--- src/rtl/exe_mem_stall_ctrl_pkg.sv ---
// Shared types and constants for the EXE-stage memory access sequencer.
package exe_mem_stall_ctrl_pkg;

  localparam int unsigned DATA_W_DEF = 64;
  localparam int unsigned CTRL_W     = 16;
  localparam int unsigned DST_W      = 5;
  localparam int unsigned MEM_OP_BIT = 2;
  localparam int unsigned LOAD_BIT   = 3;

  typedef enum logic [2:0] {
    S_IDLE  = 3'd0,
    S_REQ   = 3'd1,
    S_WAIT  = 3'd2,
    S_DONE  = 3'd3,
    S_DRAIN = 3'd4,
    S_FAULT = 3'd5
  } state_e;

  // States in which an access is outstanding on the memory port.
  function automatic logic is_busy(input state_e s);
    return (s == S_REQ) || (s == S_WAIT) || (s == S_DRAIN);
  endfunction

endpackage

--- src/rtl/exe_mem_stall_ctrl_mem_timeout_ctr.sv ---
// Saturating cycle counter that flags when an outstanding access has used up its budget.
module mem_timeout_ctr #(
  parameter int unsigned TIMEOUT = 255
) (
  input  logic clk,
  input  logic rst,
  input  logic clear,
  input  logic enable,
  output logic expired_c
);

  localparam int unsigned CNT_W = $clog2(TIMEOUT + 1);

  logic [CNT_W-1:0] cnt_q;
  logic [CNT_W-1:0] cnt_d;

  always_comb begin
    cnt_d = cnt_q;
    if (clear) begin
      cnt_d = '0;
    end else if (enable && (cnt_q != CNT_W'(TIMEOUT))) begin
      cnt_d = cnt_q + CNT_W'(1);
    end
  end

  always_ff @(posedge clk) begin
    if (rst) begin
      cnt_q <= '0;
    end else begin
      cnt_q <= cnt_d;
    end
  end

  // Expires on the cycle that would make the count reach TIMEOUT.
  assign expired_c = enable && (cnt_q >= CNT_W'(TIMEOUT - 1));

endmodule

--- src/rtl/exe_mem_stall_ctrl.sv ---
// Holds a load/store in EXE against a valid/ready memory port, freezing IF..EXE until it
// completes, then hands load data to WB or reports an access fault.
module exe_mem_stall_ctrl
  import exe_mem_stall_ctrl_pkg::*;
#(
  parameter int unsigned DATA_W  = DATA_W_DEF,
  parameter int unsigned TIMEOUT = 255
) (
  input  logic              CLK,
  input  logic              RST,
  input  logic              EXE_VALID,
  input  logic [CTRL_W-1:0] EXE_Control_Signal,
  input  logic [DATA_W-1:0] EXE_ADDR,
  input  logic [DATA_W-1:0] EXE_STORE_DATA,
  input  logic [DST_W-1:0]  EXE_DST_FIELD,
  input  logic              FLUSH,
  output logic              MEM_REQ_VALID,
  input  logic              MEM_REQ_READY,
  output logic [DATA_W-1:0] MEM_REQ_ADDR,
  output logic [DATA_W-1:0] MEM_REQ_WDATA,
  output logic              MEM_REQ_WE,
  input  logic              MEM_RSP_VALID,
  input  logic [DATA_W-1:0] MEM_RSP_DATA,
  input  logic              MEM_RSP_ERR,
  output logic              STALL_PIPELINE,
  output logic              WB_VALID,
  output logic [DST_W-1:0]  WB_DST,
  output logic [DATA_W-1:0] WB_DATA,
  output logic              EXC_VALID,
  output logic              EXC_IS_STORE
);

  state_e            state_q, state_d;
  logic [DATA_W-1:0] addr_q, addr_d;
  logic [DATA_W-1:0] wdata_q, wdata_d;
  logic [DATA_W-1:0] rdata_q, rdata_d;
  logic [DST_W-1:0]  dst_q, dst_d;
  logic              we_q, we_d;
  logic              flushed_q, flushed_d;

  logic mem_op_c;
  logic tmo_clear_c;
  logic tmo_en_c;
  logic tmo_expired_c;
  logic unused_ctrl_c;

  assign unused_ctrl_c = ^{EXE_Control_Signal[CTRL_W-1:LOAD_BIT+1],
                           EXE_Control_Signal[MEM_OP_BIT-1:0]};

  assign mem_op_c    = EXE_VALID && EXE_Control_Signal[MEM_OP_BIT] && !FLUSH;
  assign tmo_en_c    = is_busy(state_q);
  assign tmo_clear_c = (state_d == S_IDLE);

  mem_timeout_ctr #(
    .TIMEOUT (TIMEOUT)
  ) u_timeout (
    .clk       (CLK),
    .rst       (RST),
    .clear     (tmo_clear_c),
    .enable    (tmo_en_c),
    .expired_c (tmo_expired_c)
  );

  // Next-state and capture logic.
  always_comb begin
    state_d   = state_q;
    addr_d    = addr_q;
    wdata_d   = wdata_q;
    rdata_d   = rdata_q;
    dst_d     = dst_q;
    we_d      = we_q;
    flushed_d = flushed_q;

    unique case (state_q)
      S_IDLE: begin
        flushed_d = 1'b0;
        if (mem_op_c) begin
          addr_d  = EXE_ADDR;
          wdata_d = EXE_STORE_DATA;
          dst_d   = EXE_DST_FIELD;
          we_d    = !EXE_Control_Signal[LOAD_BIT];
          state_d = S_REQ;
        end
      end
      S_REQ: begin
        // A request already on the bus is never withdrawn; a flush only redirects its response.
        if (FLUSH) flushed_d = 1'b1;
        if (MEM_REQ_READY) begin
          state_d = (flushed_q || FLUSH) ? S_DRAIN : S_WAIT;
        end else if (tmo_expired_c) begin
          state_d = (flushed_q || FLUSH) ? S_IDLE : S_FAULT;
        end
      end
      S_WAIT: begin
        if (FLUSH) begin
          state_d = (MEM_RSP_VALID || tmo_expired_c) ? S_IDLE : S_DRAIN;
        end else if (MEM_RSP_VALID) begin
          if (MEM_RSP_ERR) begin
            state_d = S_FAULT;
          end else begin
            rdata_d = MEM_RSP_DATA;
            state_d = S_DONE;
          end
        end else if (tmo_expired_c) begin
          state_d = S_FAULT;
        end
      end
      S_DRAIN: begin
        if (MEM_RSP_VALID || tmo_expired_c) state_d = S_IDLE;
      end
      S_DONE:  state_d = S_IDLE;
      S_FAULT: state_d = S_IDLE;
      default: state_d = S_IDLE;
    endcase
  end

  always_ff @(posedge CLK) begin
    if (RST) begin
      state_q   <= S_IDLE;
      addr_q    <= '0;
      wdata_q   <= '0;
      rdata_q   <= '0;
      dst_q     <= '0;
      we_q      <= 1'b0;
      flushed_q <= 1'b0;
    end else begin
      state_q   <= state_d;
      addr_q    <= addr_d;
      wdata_q   <= wdata_d;
      rdata_q   <= rdata_d;
      dst_q     <= dst_d;
      we_q      <= we_d;
      flushed_q <= flushed_d;
    end
  end

  // Stall rises in the detect cycle so the op stays in EXE while it is captured.
  assign STALL_PIPELINE = ((state_q == S_IDLE) && mem_op_c) || is_busy(state_q);

  assign MEM_REQ_VALID = (state_q == S_REQ);
  assign MEM_REQ_ADDR  = addr_q;
  assign MEM_REQ_WDATA = wdata_q;
  assign MEM_REQ_WE    = we_q;

  assign WB_VALID     = (state_q == S_DONE) && !we_q && !FLUSH;
  assign WB_DST       = dst_q;
  assign WB_DATA      = rdata_q;
  assign EXC_VALID    = (state_q == S_FAULT) && !FLUSH;
  assign EXC_IS_STORE = EXC_VALID && we_q;

endmodule

--- config.mk ---
export PLATFORM = sky130hd
export DESIGN_NAME = exe_mem_stall_ctrl
export DESIGN_NICKNAME = d
export VERILOG_FILES = /design/src/rtl/exe_mem_stall_ctrl_pkg.sv /design/src/rtl/exe_mem_stall_ctrl_mem_timeout_ctr.sv /design/src/rtl/exe_mem_stall_ctrl.sv
export SDC_FILE = /design/constraint.sdc
export NUM_CORES = 1
export LEC_CHECK = 0
export ABC_AREA = 1
export CORE_AREA = 2 2 162 164
export DETAILED_ROUTE_END_ITERATION = 12
export DIE_AREA = 0 0 164 166
export GPL_ROUTABILITY_DRIVEN = 0
export GPL_TIMING_DRIVEN = 0
export PLACE_DENSITY_LB_ADDON = 0.2
export SLEW_MARGIN = 10
export SYNTH_ARGS = -nofsm -noshare
export SYNTH_HDL_FRONTEND = slang
export SYNTH_SLANG_ARGS = --single-unit
--- constraint.sdc ---
create_clock -name CLK -period 2.1 [get_ports CLK]
set_clock_uncertainty 0.1 [all_clocks]
set_input_delay 0.42 -clock CLK [delete_from_list [all_inputs] [get_ports CLK]]
set_output_delay 0.42 -clock CLK [all_outputs]
set_load 0.1 [all_outputs]
==> results_dict.tcl, run 1 <==
set metrics [dict create \
    drc 0 \
    synth_ff_type "dfxtp_1" \
    max-slew-margin-rel 0.582 \
    grt_overflow 0 \
    detailedRoute.firstIterationViolations 366 \
    holdPathStages 2 \
    setup.worst_path.class "flip-flop to primary output" \
    grt_use_total 0.197 \
    worstPathCellList "nor2_4 > inv_2 > nor2_1 > nand4_1 > buf_6 > nand4_1 > buf_12" \
    timing.reg2reg.worst_path_depth 10 \
    worst_setup_path_start_kind "flip-flop" \
    synth_top_area_cell "dfxtp_1" \
    setup_crit_end_kind "primary output" \
    outcome "finished with violations" \
    met1_global_route_usage 0.228 \
    synth_cell_type_count 31 \
    whs_endpoint "MEM_REQ_WE" \
    power_density_nw_per_um2 781 \
    antenna_left 0 \
    met3_usage_in_global_routing 0.0707 \
    detailed_place_hpwl_um 21000 \
    cts.sink_count 210 \
    rsz0062_at_grt "yes" \
    io_pins 423 \
    yosysMostFrequentCell "nor2_1" \
    core_region_area_sq_um 25600 \
    timing.final.hold_violations 0 \
    critical_path.top_delay_family "simple AND/OR/NAND/NOR gates" \
    layoutNonFillerInstCount 1774 \
    die_w_um 164 \
    tritoncts "done" \
    critical_path_arrival_ns 1.71 \
    detail_route.wirelength_um 28200 \
    netlist.area_leader.share 0.541 \
    synth_area_leaders "dfxtp_1 (54%), nor2_1 (13%), o21ai_0 (7.6%)" \
    syn2layout_area_growth_pct 72.8 \
    largest_stage_delay_worst_path_ns 0.36 \
    hp-start "EXE_Control_Signal[3]" \
    r2r_end "MEM_REQ_WDATA[51]" \
    synth_common_cells "nor2_1 (269), dfxtp_1 (210), o21ai_0 (118)" \
    worst_ir_drop_vdd_mv 0.529 \
    viasPerCell 4.53 \
    min-delay-path-class "input port to flip-flop" \
    synthesis.area_per_instance_sq_um 7.90 \
    synthesis.instances 983 \
    post-route-worst-setup-slack_ns -0.125 \
    die_outline_area_sq_um 27200 \
    biggest_fanout_along_the_worst_timing_path 4 \
    count_of_buffers_from_port_buffering 407 \
    synth_area_sq_um 7770 \
    period_share 1.06 \
    leakagePower_nw 4.82 \
    asyncSetResetFlopFracSynth 0 \
    cts_buffer_depth 3 \
    worst_path_bufs_invs 3 \
    clock-root-buffer "clkbuf_16" \
    ys_seq_area_frac 0.541 \
    number_of_enable_type_register_cells_in_the_synthesized_netlist 0 \
    global_route_wire_length_before_repair_um 42700 \
    synthesis_stage_register_bit_count 210 \
    cts_buffers 24 \
    post-place-cells 1725 \
    cp.required_ns 1.58 \
    htree_num_levels 1 \
    drive_gt1_frac 0.228 \
    finalCoreUtilization 0.524 \
    nets 1647 \
    achievable-frequency_ghz 0.449 \
    grt_pass1_vias 7800 \
    yosys_warnings 0 \
    slew_viol_final 0 \
    r2r_start "state_q[1]" \
    fin_total_pwr_mw 10.5 \
    initial_core_util 0.303 \
    detailedRoute.firstPassIterationCount 6 \
    clk_transition_reported_paths_ns 0.06 \
    critical-path-slowest-cell "dfxtp_4" \
    final-setup-viol-count 2 \
    row_count 59 \
    worst-r2r-setup-slack_ns 0.24 \
    grt.met2_usage 0.336 \
    die_h_um 166 \
    global_route.peak_usage_layer "met2" \
    grt_max_degree 13 \
    source_to_sink_clock_delay_at_the_later_pin_of_the_worst_skew_pair_ns 0.51 \
    grt_antenna_before_repair 1 \
    cap_viol_max_count 0 \
    detail_route.wl_per_cell_um 15.9 \
    crit_path_frequent_cell "nand4_1" \
    violations "negative setup slack" \
    worst_pin_slew_ns 0.630 \
    synth.net_count 1205 \
    period_needed_ns 2.23 \
    vias_post_dr 8032 \
]
layout make-up:
type | count | area [sq um]
timing repair buffer | 417 | 4430
clock inverter | 6 | 55.1
antenna | 1 | 2.50
tap | 335 | 419
fill | 2468 | 12200
sequential | 210 | 4210
inverter | 21 | 86.3
clock buffer | 33 | 696
multi-input combinational | 680 | 3150
buffer | 71 | 369
stage by stage:
step	area [sq um]	worst slack (ns)	hold slack [ns]	setup TNS [ns]
CTS	13400	-0.211	0.325	-0.279
finish	13400	-0.125	0.355	-0.148
global route	13400	-0.241	0.355	-0.437
detailed placement	12300	-1.40	0.352	-69.12
global placement	12300	-1.39	0.348	-65.91
floorplan	7820	-0.424	0.350	-0.619
layer usage:
layer | wire length [um] | vias up | share of wire
li1 | - | 4082 | -
met1 | 11300 | 3598 | 0.40
met2 | 13300 | 304 | 0.47
met3 | 2740 | 48 | 0.097
met4 | 783 | 0 | 0.028
met5 | 0 | - | 0
logic make-up after synthesis:
family	after synthesis	synth area share
and+or+nand+nor	463	0.254
DFF	210	0.541
AOI/OAI and AO/OA	208	0.136
buffers and inverters	93	0.0582
xor gates and xnor gates	7	0.00789
adders and majority gates	2	0.00322
layout by cell type (no fill, tap or decap), drive strengths merged, types with 2 or more instances in the layout:
master         instances
xor2                   4
clkdlybuf4s15        198
xnor2                  3
a21oi                 70
dfxtp                210
a31oi                  2
clkbuf                73
nor2                 292
o21ai                136
nand2                 88
nand4                  2
ha                     2
clkinv                 6
clkdlybuf4s50        203
nand3                 77
buf                   46
inv                   20
power breakdown:
group	total (mW)	switching [mW]	internal (mW)
Sequential	4.21	0.0779	4.13
Combinational	2.21	1.51	0.692
Clock	4.06	1.66	2.41
repair_timing:
item,CTS,global route
setup endpoints to repair,203,42
setup buffers,4,6
hold buffers,0,0
pin swaps,1,1
resized for setup,641,4
state kept, by name (all words and copies together), names as in the netlist:
signal	count
MEM_REQ_ADDR	64
MEM_REQ_WDATA	64
WB_DATA	64
u_timeout.cnt_q	8
WB_DST	5
state_q	3
MEM_REQ_WE	1
flushed_q	1
worst max path at each step:
stage / slack (ns) / start / to / depth (start not counted)
floorplan: -0.42 / state_q[0] / EXC_IS_STORE / 3
global placement: -1.39 / FLUSH / STALL_PIPELINE / 7
detailed placement: -1.40 / FLUSH / STALL_PIPELINE / 7
CTS: -0.21 / state_q[1] / STALL_PIPELINE / 7
global route: -0.24 / state_q[1] / STALL_PIPELINE / 7
finish: -0.13 / state_q[1] / STALL_PIPELINE / 7
Note: power is estimated with default switching activity, not from simulation.
==> run 2, diff against run 1 <==
SKIP_LAST_GASP = 1   (was not set)
==> run 2 against run 1 <==
Compared with the run above:
- the run still ends with negative setup slack left
- register-to-register slack is essentially flat
- flip-flop and latch count unchanged
- final cell count unchanged
- clock-buffer cell count stayed put
- power about the same
- critical endpoint unchanged
- largest power group unchanged
- highest routed layer unchanged
==> results_dict.tcl, run 2 (synthesis gave the netlist of run 1 again) <==
set metrics [dict create \
    cap_viol_max_count 0 \
    post-route-worst-setup-slack_ns -0.134 \
    violations "negative setup slack" \
    largest_stage_delay_worst_path_ns 0.36 \
    clock-root-buffer "clkbuf_16" \
    timing.reg2reg.worst_path_depth 10 \
    grt_overflow 0 \
    grt_max_degree 13 \
    die_outline_area_sq_um 27200 \
    viasPerCell 4.52 \
    cts_buffer_depth 3 \
    p_int_mw 7.23 \
    setup_crit_end_kind "primary output" \
    biggest_fanout_along_the_worst_timing_path 4 \
    worst_ir_drop_vdd_mv 0.529 \
    final-setup-viol-count 2 \
    leakagePower_nw 4.82 \
    achievable-frequency_ghz 0.448 \
    detail_route.wirelength_um 28100 \
    critical_path_arrival_ns 1.71 \
    seqCellArea_sq_um 4210 \
    detail_route.wl_per_cell_um 15.8 \
    crit_path_frequent_cell "nand4_1" \
    share_comb_of_total_power 0.211 \
    grt_use_total 0.197 \
    outcome "finished with violations" \
    period_share 1.06 \
    grt_pass1_vias 7796 \
    drive_gt1_frac 0.228 \
    worst_pin_slew_ns 0.630 \
    io_pins 423 \
    fin_total_pwr_mw 10.5 \
    initial_core_util 0.303 \
    syn2layout_area_growth_pct 72.8 \
    global_route_wire_length_before_repair_um 42700 \
    row_count 59 \
    layoutNonFillerInstCount 1774 \
    holdPathStages 2 \
    power_frac_clock 0.388 \
    post-place-cells 1725 \
    die_w_um 164 \
    min-delay-path-class "input port to flip-flop" \
    final_common_cell "nor2_1" \
    critical-path-slowest-cell "dfxtp_4" \
    filler_cell_count 2466 \
    area_of_combinational_cells_with_multiple_inputs_sq_um 3150 \
    worstPathCellList "nor2_4 > inv_2 > nor2_1 > nand4_1 > buf_6 > nand4_1 > buf_12" \
    grt_antenna_before_repair 1 \
    antenna_left 0 \
    count_of_buffers_from_port_buffering 407 \
    period_needed_ns 2.23 \
    core_region_area_sq_um 25600 \
    power.net_switching_mw 3.24 \
    drc 0 \
    clk_transition_reported_paths_ns 0.06 \
    timing.final.hold_violations 0 \
    cts_buffers 24 \
    cts.sink_count 210 \
    fraction_of_power_consumed_by_sequential_logic 0.402 \
    vias_post_dr 8011 \
    detailedRoute.firstPassIterationCount 5 \
    max-slew-margin-rel 0.582 \
    die_h_um 166 \
    finalCoreUtilization 0.524 \
    worst_setup_path_start_kind "flip-flop" \
    cp.required_ns 1.58 \
    tritoncts "done" \
    rsz0062_at_grt "yes" \
    most-common-layout-cells "nor2_1 (268), dfxtp_1 (207), clkdlybuf4s50_1 (203)" \
    source_to_sink_clock_delay_at_the_later_pin_of_the_worst_skew_pair_ns 0.51 \
    detailed_place_hpwl_um 21000 \
    setup.worst_path.class "flip-flop to primary output" \
    htree_num_levels 1 \
    power_density_nw_per_um2 781 \
    nets 1647 \
    sw_frac_of_total 0.310 \
    detailedRoute.firstIterationViolations 371 \
    slew_viol_final 0 \
]
-- run 2: timing repair --
| action | CTS | global route |
|---|---|---|
| pin swaps | 1 | 2 |
| resized for setup | 640 | 4 |
| endpoints found under the setup margin | 203 | 42 |
| endpoints found under the hold margin | 0 | 0 |
| cloned | 0 | 0 |
| hold buffers | 0 | 0 |
| buffers inserted | 4 | 6 |
-- run 2: worst max-delay path: cells and delay by family, from the launching register on --
family / cells / cell delay, ns
AND/OR/NAND/NOR: 4 / 0.45
buffers and inverters: 3 / 0.38
flip-flops: 1 / 0.36
-- run 2: final timing paths --
| kind | startpoint | endpoint | slack, ns |
|---|---|---|---|
| setup / recovery | state_q[0] | STALL_PIPELINE | -0.13 |
| hold / removal | EXE_Control_Signal[3] | MEM_REQ_WE | 0.36 |
| setup reg to reg | state_q[0] | MEM_REQ_WDATA[51] | 0.24 |
| hold reg to reg | WB_DATA[52] | WB_DATA[52] | 0.36 |
-- run 2: per-stage QoR --
step | worst slack [ns] | setup TNS [ns] | cell area, sq um | hold slack, ns
6_report | -0.134 | -0.163 | 13400 | 0.356
5_1_grt | -0.252 | -0.457 | 13400 | 0.355
4_1_cts | -0.211 | -0.282 | 13400 | 0.325
3_5_place_dp | -1.40 | -69.12 | 12300 | 0.352
3_3_place_gp | -1.39 | -65.91 | 12300 | 0.348
2_1_floorplan | -0.424 | -0.619 | 7820 | 0.350
-- run 2: layout make-up --
cell class | instances | share of cell area
repair buffers | 417 | 0.330
flip-flops and latches | 210 | 0.314
multi-input cells | 680 | 0.235
clock buffers | 33 | 0.0519
well taps | 335 | 0.0312
plain buffers | 71 | 0.0275
inverters | 21 | 0.00625
clock inverters | 6 | 0.00410
diodes | 1 | 0.000187
-- run 2: metal layers --
layer / part of all wire / GRT usage
met1: 0.40 / 0.228
met2: 0.47 / 0.336
met3: 0.096 / 0.0707
met4: 0.027 / 0.0652
met5: 0 / 0
-- run 2: power by group through the flow --
stage	sequential [mW]	clock [mW]	combinational (mW)
finish	4.21	4.06	2.21
detailed placement	4.30	0	2.23
global placement	4.29	0	2.23
CTS	4.21	4.19	2.21
floorplan	5.31	0	0.405
global route	4.22	4.36	2.32
